<file path="src/rtl/fifo_pkg.sv">
// -----------------------------------------------------------------------------
// fifo_pkg
// Shared constants for the 16x512 dual-clock FIFO RAM and the state encoding
// of its read-side serializer (fifo_rd_serializer).
// -----------------------------------------------------------------------------
package fifo_pkg;

  localparam int FIFO_WIDTH = 16;   // data word width (dout_b)
  localparam int FIFO_DEPTH = 512;  // number of words in the RAM
  localparam int ADDR       = 9;    // address width, log2(FIFO_DEPTH)

  // Read-side serializer states:
  //   ST_IDLE  - waiting for en && !empty
  //   ST_RD    - ren_b is high this cycle, FIFO samples it at the closing edge
  //   ST_LD    - FIFO read data is valid, captured at the closing edge
  //   ST_SHIFT - one bit per cycle on sdo, MSB first
  typedef enum logic [1:0] {
    ST_IDLE  = 2'd0,
    ST_RD    = 2'd1,
    ST_LD    = 2'd2,
    ST_SHIFT = 2'd3
  } rd_state_e;

endpackage

</file>
<file path="src/rtl/fifo_rd_serializer_piso.sv">
// -----------------------------------------------------------------------------
// piso_reg
// Parallel-in / serial-out shift register. Loads a full word, shifts left by
// one per enabled cycle (zero fill), and presents the MSB as the serial bit.
//
// Ports:
//   clk      in   clock
//   rst      in   synchronous active-high clear
//   i_load   in   parallel load of i_din (takes priority over i_shift)
//   i_shift  in   shift left by one, LSB filled with 0
//   i_din    in   parallel data [WIDTH-1:0]
//   o_msb    out  current MSB of the register
// -----------------------------------------------------------------------------
module piso_reg
  import fifo_pkg::*;
#(
  parameter int WIDTH = FIFO_WIDTH
) (
  input  logic             clk,
  input  logic             rst,
  input  logic             i_load,
  input  logic             i_shift,
  input  logic [WIDTH-1:0] i_din,
  output logic             o_msb
);

  logic [WIDTH-1:0] r_shreg;

  // NOTE: the shift register is a handful of flops rather than a RAM, so it
  // is cleared on reset; that keeps sdo at 0 from the reset edge onward.
  always_ff @(posedge clk) begin
    if (rst) begin
      r_shreg <= '0;
    end else if (i_load) begin
      r_shreg <= i_din;
    end else if (i_shift) begin
      r_shreg <= {r_shreg[WIDTH-2:0], 1'b0};
    end
  end

  // Zero fill means the register is all-zero after the last bit, so sdo
  // rests at 0 between frames without extra gating.
  assign o_msb = r_shreg[WIDTH-1];

endmodule

</file>
<file path="src/rtl/fifo_rd_serializer.sv">
// -----------------------------------------------------------------------------
// fifo_rd_serializer
// Read-side consumer of the dual-clock FIFO, running in the FIFO read clock
// domain. Pops one word whenever draining is enabled and the FIFO is not
// empty, waits out the FIFO's one-cycle read latency, then shifts the word
// out MSB-first with a frame strobe and an end-of-word pulse.
//
// Ports:
//   clk       in   FIFO read clock (clk_b)
//   rst       in   synchronous active-high reset
//   en        in   drain enable, looked at only in IDLE and on the last bit
//   empty     in   FIFO empty flag, looked at only in IDLE and on the last bit
//   dout_b    in   FIFO read data, valid the cycle after ren_b is sampled
//   ren_b     out  FIFO read enable, one-cycle registered pulse per word
//   sdo       out  serial data, MSB first
//   sframe    out  high on every cycle a data bit is on sdo
//   sdone     out  one-cycle pulse on the LSB
//   word_cnt  out  words fully shifted out since reset (wraps)
// -----------------------------------------------------------------------------
module fifo_rd_serializer #(
  parameter int FIFO_WIDTH = fifo_pkg::FIFO_WIDTH,
  parameter int CNT_WIDTH  = 16
) (
  input  logic                  clk,
  input  logic                  rst,
  input  logic                  en,
  input  logic                  empty,
  input  logic [FIFO_WIDTH-1:0] dout_b,
  output logic                  ren_b,
  output logic                  sdo,
  output logic                  sframe,
  output logic                  sdone,
  output logic [CNT_WIDTH-1:0]  word_cnt
);

  import fifo_pkg::*;

  localparam int BIT_W = (FIFO_WIDTH > 1) ? $clog2(FIFO_WIDTH) : 1;
  localparam logic [BIT_W-1:0] LAST_BIT = BIT_W'(FIFO_WIDTH - 1);

  rd_state_e            r_state;
  rd_state_e            w_state_nxt;
  logic [BIT_W-1:0]     r_bit_cnt;
  logic [BIT_W-1:0]     w_bit_cnt_nxt;
  logic [CNT_WIDTH-1:0] r_word_cnt;
  logic                 r_ren;
  logic                 r_sframe;
  logic                 r_sdone;

  logic w_go;
  logic w_last;
  logic w_load;
  logic w_shift;
  logic w_ren_nxt;
  logic w_sframe_nxt;
  logic w_sdone_nxt;
  logic w_sdo;

  // A new pop is only considered at the two decision points; en and empty
  // are don't-care everywhere else, so a mid-frame en drop lets the word
  // finish and an empty FIFO can never be popped.
  assign w_go   = en && !empty;
  assign w_last = (r_state == ST_SHIFT) && (r_bit_cnt == LAST_BIT);

  // NOTE: every output of this block gets a default before the case, so no
  // path leaves a variable unassigned and no latch is inferred.
  always_comb begin
    w_state_nxt   = r_state;
    w_bit_cnt_nxt = r_bit_cnt;
    w_ren_nxt     = 1'b0;
    w_load        = 1'b0;
    w_shift       = 1'b0;

    unique case (r_state)
      ST_IDLE: begin
        if (w_go) begin
          w_state_nxt = ST_RD;
          w_ren_nxt   = 1'b1;
        end
      end
      ST_RD: begin
        w_state_nxt = ST_LD;
      end
      ST_LD: begin
        // dout_b is valid now; capture it and start at the MSB.
        w_load        = 1'b1;
        w_bit_cnt_nxt = '0;
        w_state_nxt   = ST_SHIFT;
      end
      ST_SHIFT: begin
        w_shift       = 1'b1;
        w_bit_cnt_nxt = r_bit_cnt + 1'b1;
        if (w_last) begin
          w_bit_cnt_nxt = '0;
          if (w_go) begin
            // Back-to-back: pop the next word straight from the last bit.
            w_state_nxt = ST_RD;
            w_ren_nxt   = 1'b1;
          end else begin
            w_state_nxt = ST_IDLE;
          end
        end
      end
      default: begin
        w_state_nxt = ST_IDLE;
      end
    endcase
  end

  // Frame strobes are computed from the next state so they come straight
  // out of flops and line up with the bit the shift register presents.
  assign w_sframe_nxt = (w_state_nxt == ST_SHIFT);
  assign w_sdone_nxt  = w_sframe_nxt && (w_bit_cnt_nxt == LAST_BIT);

  // NOTE: all state is updated with non-blocking assignments so every flop
  // samples the pre-edge values, independent of statement order.
  always_ff @(posedge clk) begin
    if (rst) begin
      r_state    <= ST_IDLE;
      r_bit_cnt  <= '0;
      r_word_cnt <= '0;
      r_ren      <= 1'b0;
      r_sframe   <= 1'b0;
      r_sdone    <= 1'b0;
    end else begin
      r_state   <= w_state_nxt;
      r_bit_cnt <= w_bit_cnt_nxt;
      r_ren     <= w_ren_nxt;
      r_sframe  <= w_sframe_nxt;
      r_sdone   <= w_sdone_nxt;
      // Counted when the LSB leaves, so a word cut short by reset never
      // shows up in the count. Wraps naturally.
      if (w_last) begin
        r_word_cnt <= r_word_cnt + 1'b1;
      end
    end
  end

  piso_reg #(
    .WIDTH (FIFO_WIDTH)
  ) u_piso (
    .clk     (clk),
    .rst     (rst),
    .i_load  (w_load),
    .i_shift (w_shift),
    .i_din   (dout_b),
    .o_msb   (w_sdo)
  );

  assign ren_b    = r_ren;
  assign sdo      = w_sdo;
  assign sframe   = r_sframe;
  assign sdone    = r_sdone;
  assign word_cnt = r_word_cnt;

endmodule

</file>
<file path="config.mk">
export PLATFORM = sky130hd
export DESIGN_NAME = fifo_rd_serializer
export DESIGN_NICKNAME = d
export VERILOG_FILES = /design/src/rtl/fifo_pkg.sv /design/src/rtl/fifo_rd_serializer_piso.sv /design/src/rtl/fifo_rd_serializer.sv
export SDC_FILE = /design/constraint.sdc
export NUM_CORES = 1
export LEC_CHECK = 0
export CAP_MARGIN = 20
export CORE_MARGIN = 5
export CORE_UTILIZATION = 54
export CTS_CLUSTER_DIAMETER = 30
export DETAILED_ROUTE_END_ITERATION = 10
export GPL_TIMING_DRIVEN = 0
export PLACE_DENSITY = 0.89
export SETUP_SLACK_MARGIN = 0.2
export SYNTH_ARGS = -nofsm -noshare
export SYNTH_HDL_FRONTEND = slang
export SYNTH_SLANG_ARGS = --single-unit
</file>
<file path="constraint.sdc">
create_clock -name clk -period 5.2 [get_ports clk]
set_clock_uncertainty 0.2 [all_clocks]
set_input_delay 0.78 -clock clk [delete_from_list [all_inputs] [get_ports clk]]
set_output_delay 0.78 -clock clk [all_outputs]
set_load 0.02 [all_outputs]
</file>
# Yosys cells after proc, flatten, opt, wreduce, memory -nomap -nowiden
# Cells that the tools add are included.
# W data, S select, Z words.
[totals]
regBits = 41
input_bits = 20
output_inout_bits = 20
wordCells = 34
[op_classes]
addsub = 2
n_eq_ne = 6
mux = 13
n_reduce_logical = 6
[ops]
columns = ["op", "count"]
rows = [
  ["$mux W16", 2],
  ["$add A16 B1 Y16 const B", 1],
  ["$eq A4 B4 Y1 const B", 2],
  ["$pmux W2 S4", 1],
  ["$pmux W4 S2", 1],
  ["$eq A2 B2 Y1 const B", 3],
  ["$mux W1", 5],
  ["$add A4 B1 Y4 const B", 1],
  ["$mux W2", 2],
  ["$mux W4", 1],
  ["$logic_and A1 B1 Y1", 3],
  ["$eq A2 B1 Y1 const B", 1],
  ["$logic_not A2 Y1", 1],
  ["$pmux W1 S2", 1],
  ["$reduce_bool A2 Y1", 1],
  ["$logic_not A1 Y1", 1],
]

# Depth between registers and ports, before layout
[logic_depth]
word_depth = 7
depth_mapped = 7
mapped_depth_nobuf = 6

# Hierarchy
# From an unflattened synthesis, not the netlist that was laid out.
[unflattened]
cells_unflattened = 204
hier_area_um2 = 1910.6
[by_module_without_submodules]
columns = ["mod", "instances", "cells_per_inst", "area_per_inst_um2", "seq_area_each_um2"]
rows = [
  ["fifo_rd_serializer", 1, 133, 1146.1, 500.5],
  ["piso_reg", 1, 71, 764.5, 320.3],
]

# Worst setup path after synthesis
# OpenSTA, ideal clock, no wires.
[synth_timing]
path_kind = "register to register"
start = "reg r_bit_cnt[1]"
end = "reg r_word_cnt[13] (netlist: word_cnt[13])"
setup_time_ns = 0.123
arrival_time_ns = 1.536
required_ns = 4.877
slack_ns = 3.341
stages_incl_launch_ff = 6
n_path_buf = 0
synth_period_minus_slack_ns = 1.859
path_cell_list = "dfxtp_1 ha_1 nand4_1 nor4_2 nand3_1 mux2_1"
[synth_via]
elab_chain_len = 2
[synth_lines]
columns = ["element", "line", "source"]
rows = [
  ["start: declaration", "fifo_rd_serializer.sv:43", "logic [BIT_W-1:0] r_bit_cnt;"],
  ["start signal: assignment", "fifo_rd_serializer.sv:127", "r_bit_cnt <= w_bit_cnt_nxt;"],
  ["$eq A4 B4 Y1", "fifo_rd_serializer.sv:63", "assign w_last = (r_state == ST_SHIFT) && (r_bit_cnt == LAST_BIT);"],
  ["$logic_and A1 B1 Y1", "fifo_rd_serializer.sv:63", ""],
  ["end signal: assignment", "fifo_rd_serializer.sv:134", "r_word_cnt <= r_word_cnt + 1'b1;"],
  ["end: declaration", "fifo_rd_serializer.sv:45", "logic [CNT_WIDTH-1:0] r_word_cnt;"],
]
# No other way between the ends.
# A chain may end at the register's enable or synchronous reset.

# Worst setup path in the final report
[layout_timing]
start = "reg r_word_cnt[3] (netlist: word_cnt[3])"
end = "out word_cnt[3]"
[layout_rtl]
columns = ["element", "line", "source"]
rows = [
  ["end: declaration", "fifo_rd_serializer.sv:33", "output logic [CNT_WIDTH-1:0] word_cnt"],
]
# No word-level cell between the ends.

==> run summary <==
## Worst setup path
- Crit Path Class: reg2out
- Critical R2R Capture: word_cnt[13]
- critical path endpoint category: output port
- kind of cell adding the most delay to the critical path: buffers and inverters
- worst-path maximum fanout: 7
- Worst Reg-to-Reg Cells: 5
- Register-to-Register Setup Slack: 3150 ps
- Worst setup SP type: flip-flop
- Crit Reg-Reg Startpoint: r_bit_cnt[1]
- crit path cell chain: clkdlybuf4s50_1
- Critical Path RT: 4220 ps
- Buf/Inv on CP: 1
- CP max stage delay: 680 ps
- CP max stage cell: sky130_fd_sc_hd__clkdlybuf4s50_1
- worst endpoint data arrival time: 1530 ps

## Route
- average via count per standard cell: 5.38
- sum of routed wire length over all layers: 4.08 mm
- count of vias placed by the detailed router: 1,739
- count of nets left with antenna violations after detail routing: 0
- number of DRC violations after detailed-routing iteration 0: 82
- DRC: 0
- number of iterations in the first detailed-routing pass: 4
- DR WL/cell: 12.6 µm

## GRT
- global-route usage over all layers: 0.171
- number of global-route vias before repair: 1,625
- number of antenna violations at the first check in global routing: 0
- wire length of the first global-routing pass: 6.95 mm
- GR Overflow Total: 0
- maximum number of pins on one net before global-route repair: 15

## Yosys
- number of enable-type register cells in the synthesized netlist: 0
- number of unique standard cell types used by synthesis: 38
- sequential area share after synthesis: 0.423
- share of the synthesized area in the top cell type: 0.423
- register bit count reported by yosys: 41
- dominant synthesized flop cell: sky130_fd_sc_hd__dfxtp_1
- post-synthesis net count: 255
- cell taking the most area after synthesis: sky130_fd_sc_hd__dfxtp_1
- synth cell count leaders: sky130_fd_sc_hd__nor2_1, sky130_fd_sc_hd__dfxtp_1, sky130_fd_sc_hd__a21oi_1
- Synth Area per Inst: 8.43 µm²
- number of standard cells after synthesis: 230
- Netlist Area Pre-Place: 0.00194 mm²
- largest cells by area after synthesis: sky130_fd_sc_hd__dfxtp_1, sky130_fd_sc_hd__nor2_1, sky130_fd_sc_hd__mux2i_1, sky130_fd_sc_hd__a21oi_1, sky130_fd_sc_hd__xnor2_1
- fraction of registers with async set/reset: 0
- most repeated cell in the gate-level netlist after synthesis: sky130_fd_sc_hd__nor2_1
- warning count from the yosys run: 0

## Power and ir drop
- Leakage: 0.888 nW
- switching power share of the total: 0.336
- internal cell power: 484 µW
- share of power burned in registers: 0.504
- switching power of the nets: 245 µW
- Combinational Power Share: 0.272
- power density over the cells: 298 mW/mm²
- worst-case vdd ir drop: 196 µV
- Clock power frac: 0.224

## Timing
- total negative slack: 0 ps
- # setup viols final: 0
- Final Max Tran Viols: 0
- tightest slew margin relative to the limit: 0.665
- final period demand of the worst path: 2510 ps
- transition at the pin with the smallest max-transition slack: 502 ps
- Max Freq: 399 MHz
- Final Hold Slack: 320 ps
- unrepaired setup endpoints after global routing: false
- number of failing hold endpoints at the final stage: 0
- fin crit share: 0.483

## Hold path
- worst min-delay path category: reg2reg
- cell depth of the worst hold path: 2
- endpoint with the worst hold slack: word_cnt[1]
- Hold Startpoint: word_cnt[1]

## Finish
- final non-filler cell total: 323
- total of fill cells in the finished design: 284
- layout cell share with drive strength beyond 1: 0.0722
- Total Nets Final: 301
- Syn-to-layout area delta: 26.2%
- ANT cells: 0

## Outcome
- run status: complete, no violations

## Clock tree
- total of cells resized after clock tree synthesis: 0
- TritonCTS clock tree: done
- total setup buffers inserted after CTS: 0
- clock network latency to the later pin of the worst-skew pair: 360 ps
- clk slew on worst S/H paths: 130 ps
- number of buffers inserted during clock tree synthesis: 5
- total number of clock tree sinks: 41
- buffer depth of the longest clock path: 2
- Clock Tree Root: sky130_fd_sc_hd__clkbuf_4
- H-tree levels: 2
- quantity of hold-fixing buffers added after cts: 0

## Floorplan
- die span in x: 69.9 µm
- floorplan row count: 21
- height of the chip: 69.9 µm
- starting density of the core: 0.567
- floorplan core area: 0.00342 mm²
- total I/O pin count: 40
- full die area: 0.00489 mm²

## Placed design
- port buffer count: 39
- Routability Congestion: 0.786
- number of placed instances with taps included: 315
- HPWL after detailed placement: 3.01 mm

## Job
- # Max-Cap Violations: 0

==> flip-flops by register name (all words and copies together), names as in the netlist <==
register        flops
u_piso.r_shreg     16
word_cnt           16
r_bit_cnt           4
r_state             2
ren_b               1
sdone               1
sframe              1
==> routing by layer <==
metal,up-vias,part of all wire,track usage
met5,-,0,0
met4,0,0.018,0.0638
met3,7,0.054,0.0402
met2,47,0.48,0.315
met1,802,0.45,0.190
li1,883,-,-
==> kinds of logic (layout without fill, tap and decap cells) <==
family / Yosys count / count (layout) / share of synthesized area
flops: 41 / 41 / 0.424
fa+ha+maj: 5 / 5 / 0.0323
xor+xnor: 10 / 10 / 0.0452
buf+inv: 20 / 67 / 0.0445
simple gates: 99 / 99 / 0.245
compound gates: 36 / 36 / 0.108
mux: 19 / 19 / 0.101
==> worst max path at each step <==
stage,startpoint,end,cells after the start
after detailed placement,rst,word_cnt[6],4
final,word_cnt[3],word_cnt[3],1
after CTS,word_cnt[3],word_cnt[3],1
after floorplan,r_bit_cnt[1],word_cnt[13],5
after global routing,word_cnt[3],word_cnt[3],1
after global placement,rst,word_cnt[5],4
==> cell usage in the layout, fill, tap and decap left out, types with 3 or more instances in the layout <==
cell | synthesis | final
sky130_fd_sc_hd__nand2_1 | 6 | 6
sky130_fd_sc_hd__and3_1 | 3 | 3
sky130_fd_sc_hd__ha_1 | 5 | 5
sky130_fd_sc_hd__xnor2_1 | 8 | 8
sky130_fd_sc_hd__o21ai_0 | 3 | 3
sky130_fd_sc_hd__inv_1 | 6 | 6
sky130_fd_sc_hd__dfxtp_1 | 41 | 41
sky130_fd_sc_hd__buf_2 | 6 | 6
sky130_fd_sc_hd__clkinvlp_4 | 0 | 3
sky130_fd_sc_hd__nor3_1 | 5 | 5
sky130_fd_sc_hd__a31oi_1 | 3 | 3
sky130_fd_sc_hd__nor2_1 | 54 | 54
sky130_fd_sc_hd__clkbuf_4 | 0 | 5
sky130_fd_sc_hd__nor2b_1 | 6 | 6
sky130_fd_sc_hd__mux2i_1 | 15 | 15
sky130_fd_sc_hd__nand4_1 | 3 | 3
sky130_fd_sc_hd__clkdlybuf4s50_1 | 0 | 39
sky130_fd_sc_hd__a21oi_1 | 21 | 21
sky130_fd_sc_hd__nand3_1 | 9 | 9
sky130_fd_sc_hd__clkbuf_1 | 5 | 5
==> cell type report <==
class	count	area, µm²	share of cell area
Tap cell	46	57.6	0.0235
Clock inverter	3	22.5	0.00921
Inverter	6	22.5	0.00921
Timing Repair Buffer	39	390	0.160
Sequential cell	41	821	0.336
Clock buffer	5	37.5	0.0153
Buffer	14	63.8	0.0261
Multi-Input combinational cell	169	1030	0.421
==> metrics by stage <==
stage / area (µm²) / utilization / total power [mW] / setup WS [ps]
final: 2450 / 0.716 / 0.730 / 2690
after global routing: 2450 / 0.716 / 0.774 / 2630
after CTS: 2450 / 0.716 / 0.731 / 2690
after detailed placement: 2390 / 0.699 / 0.572 / 2470
after global placement: 2390 / 0.699 / 0.562 / 2530
after floorplan: 1940 / - / 0.513 / 3340
==> power groups by stage <==
stage / clock network [mW] / registers, mW / logic (mW)
2_1_floorplan: 0 / 0.376 / 0.137
3_3_place_gp: 0 / 0.373 / 0.189
3_5_place_dp: 0 / 0.375 / 0.198
4_1_cts: 0.165 / 0.367 / 0.198
5_1_grt: 0.179 / 0.371 / 0.224
6_report: 0.163 / 0.368 / 0.199
No activity file was read; power rests on OpenSTA's default activity.
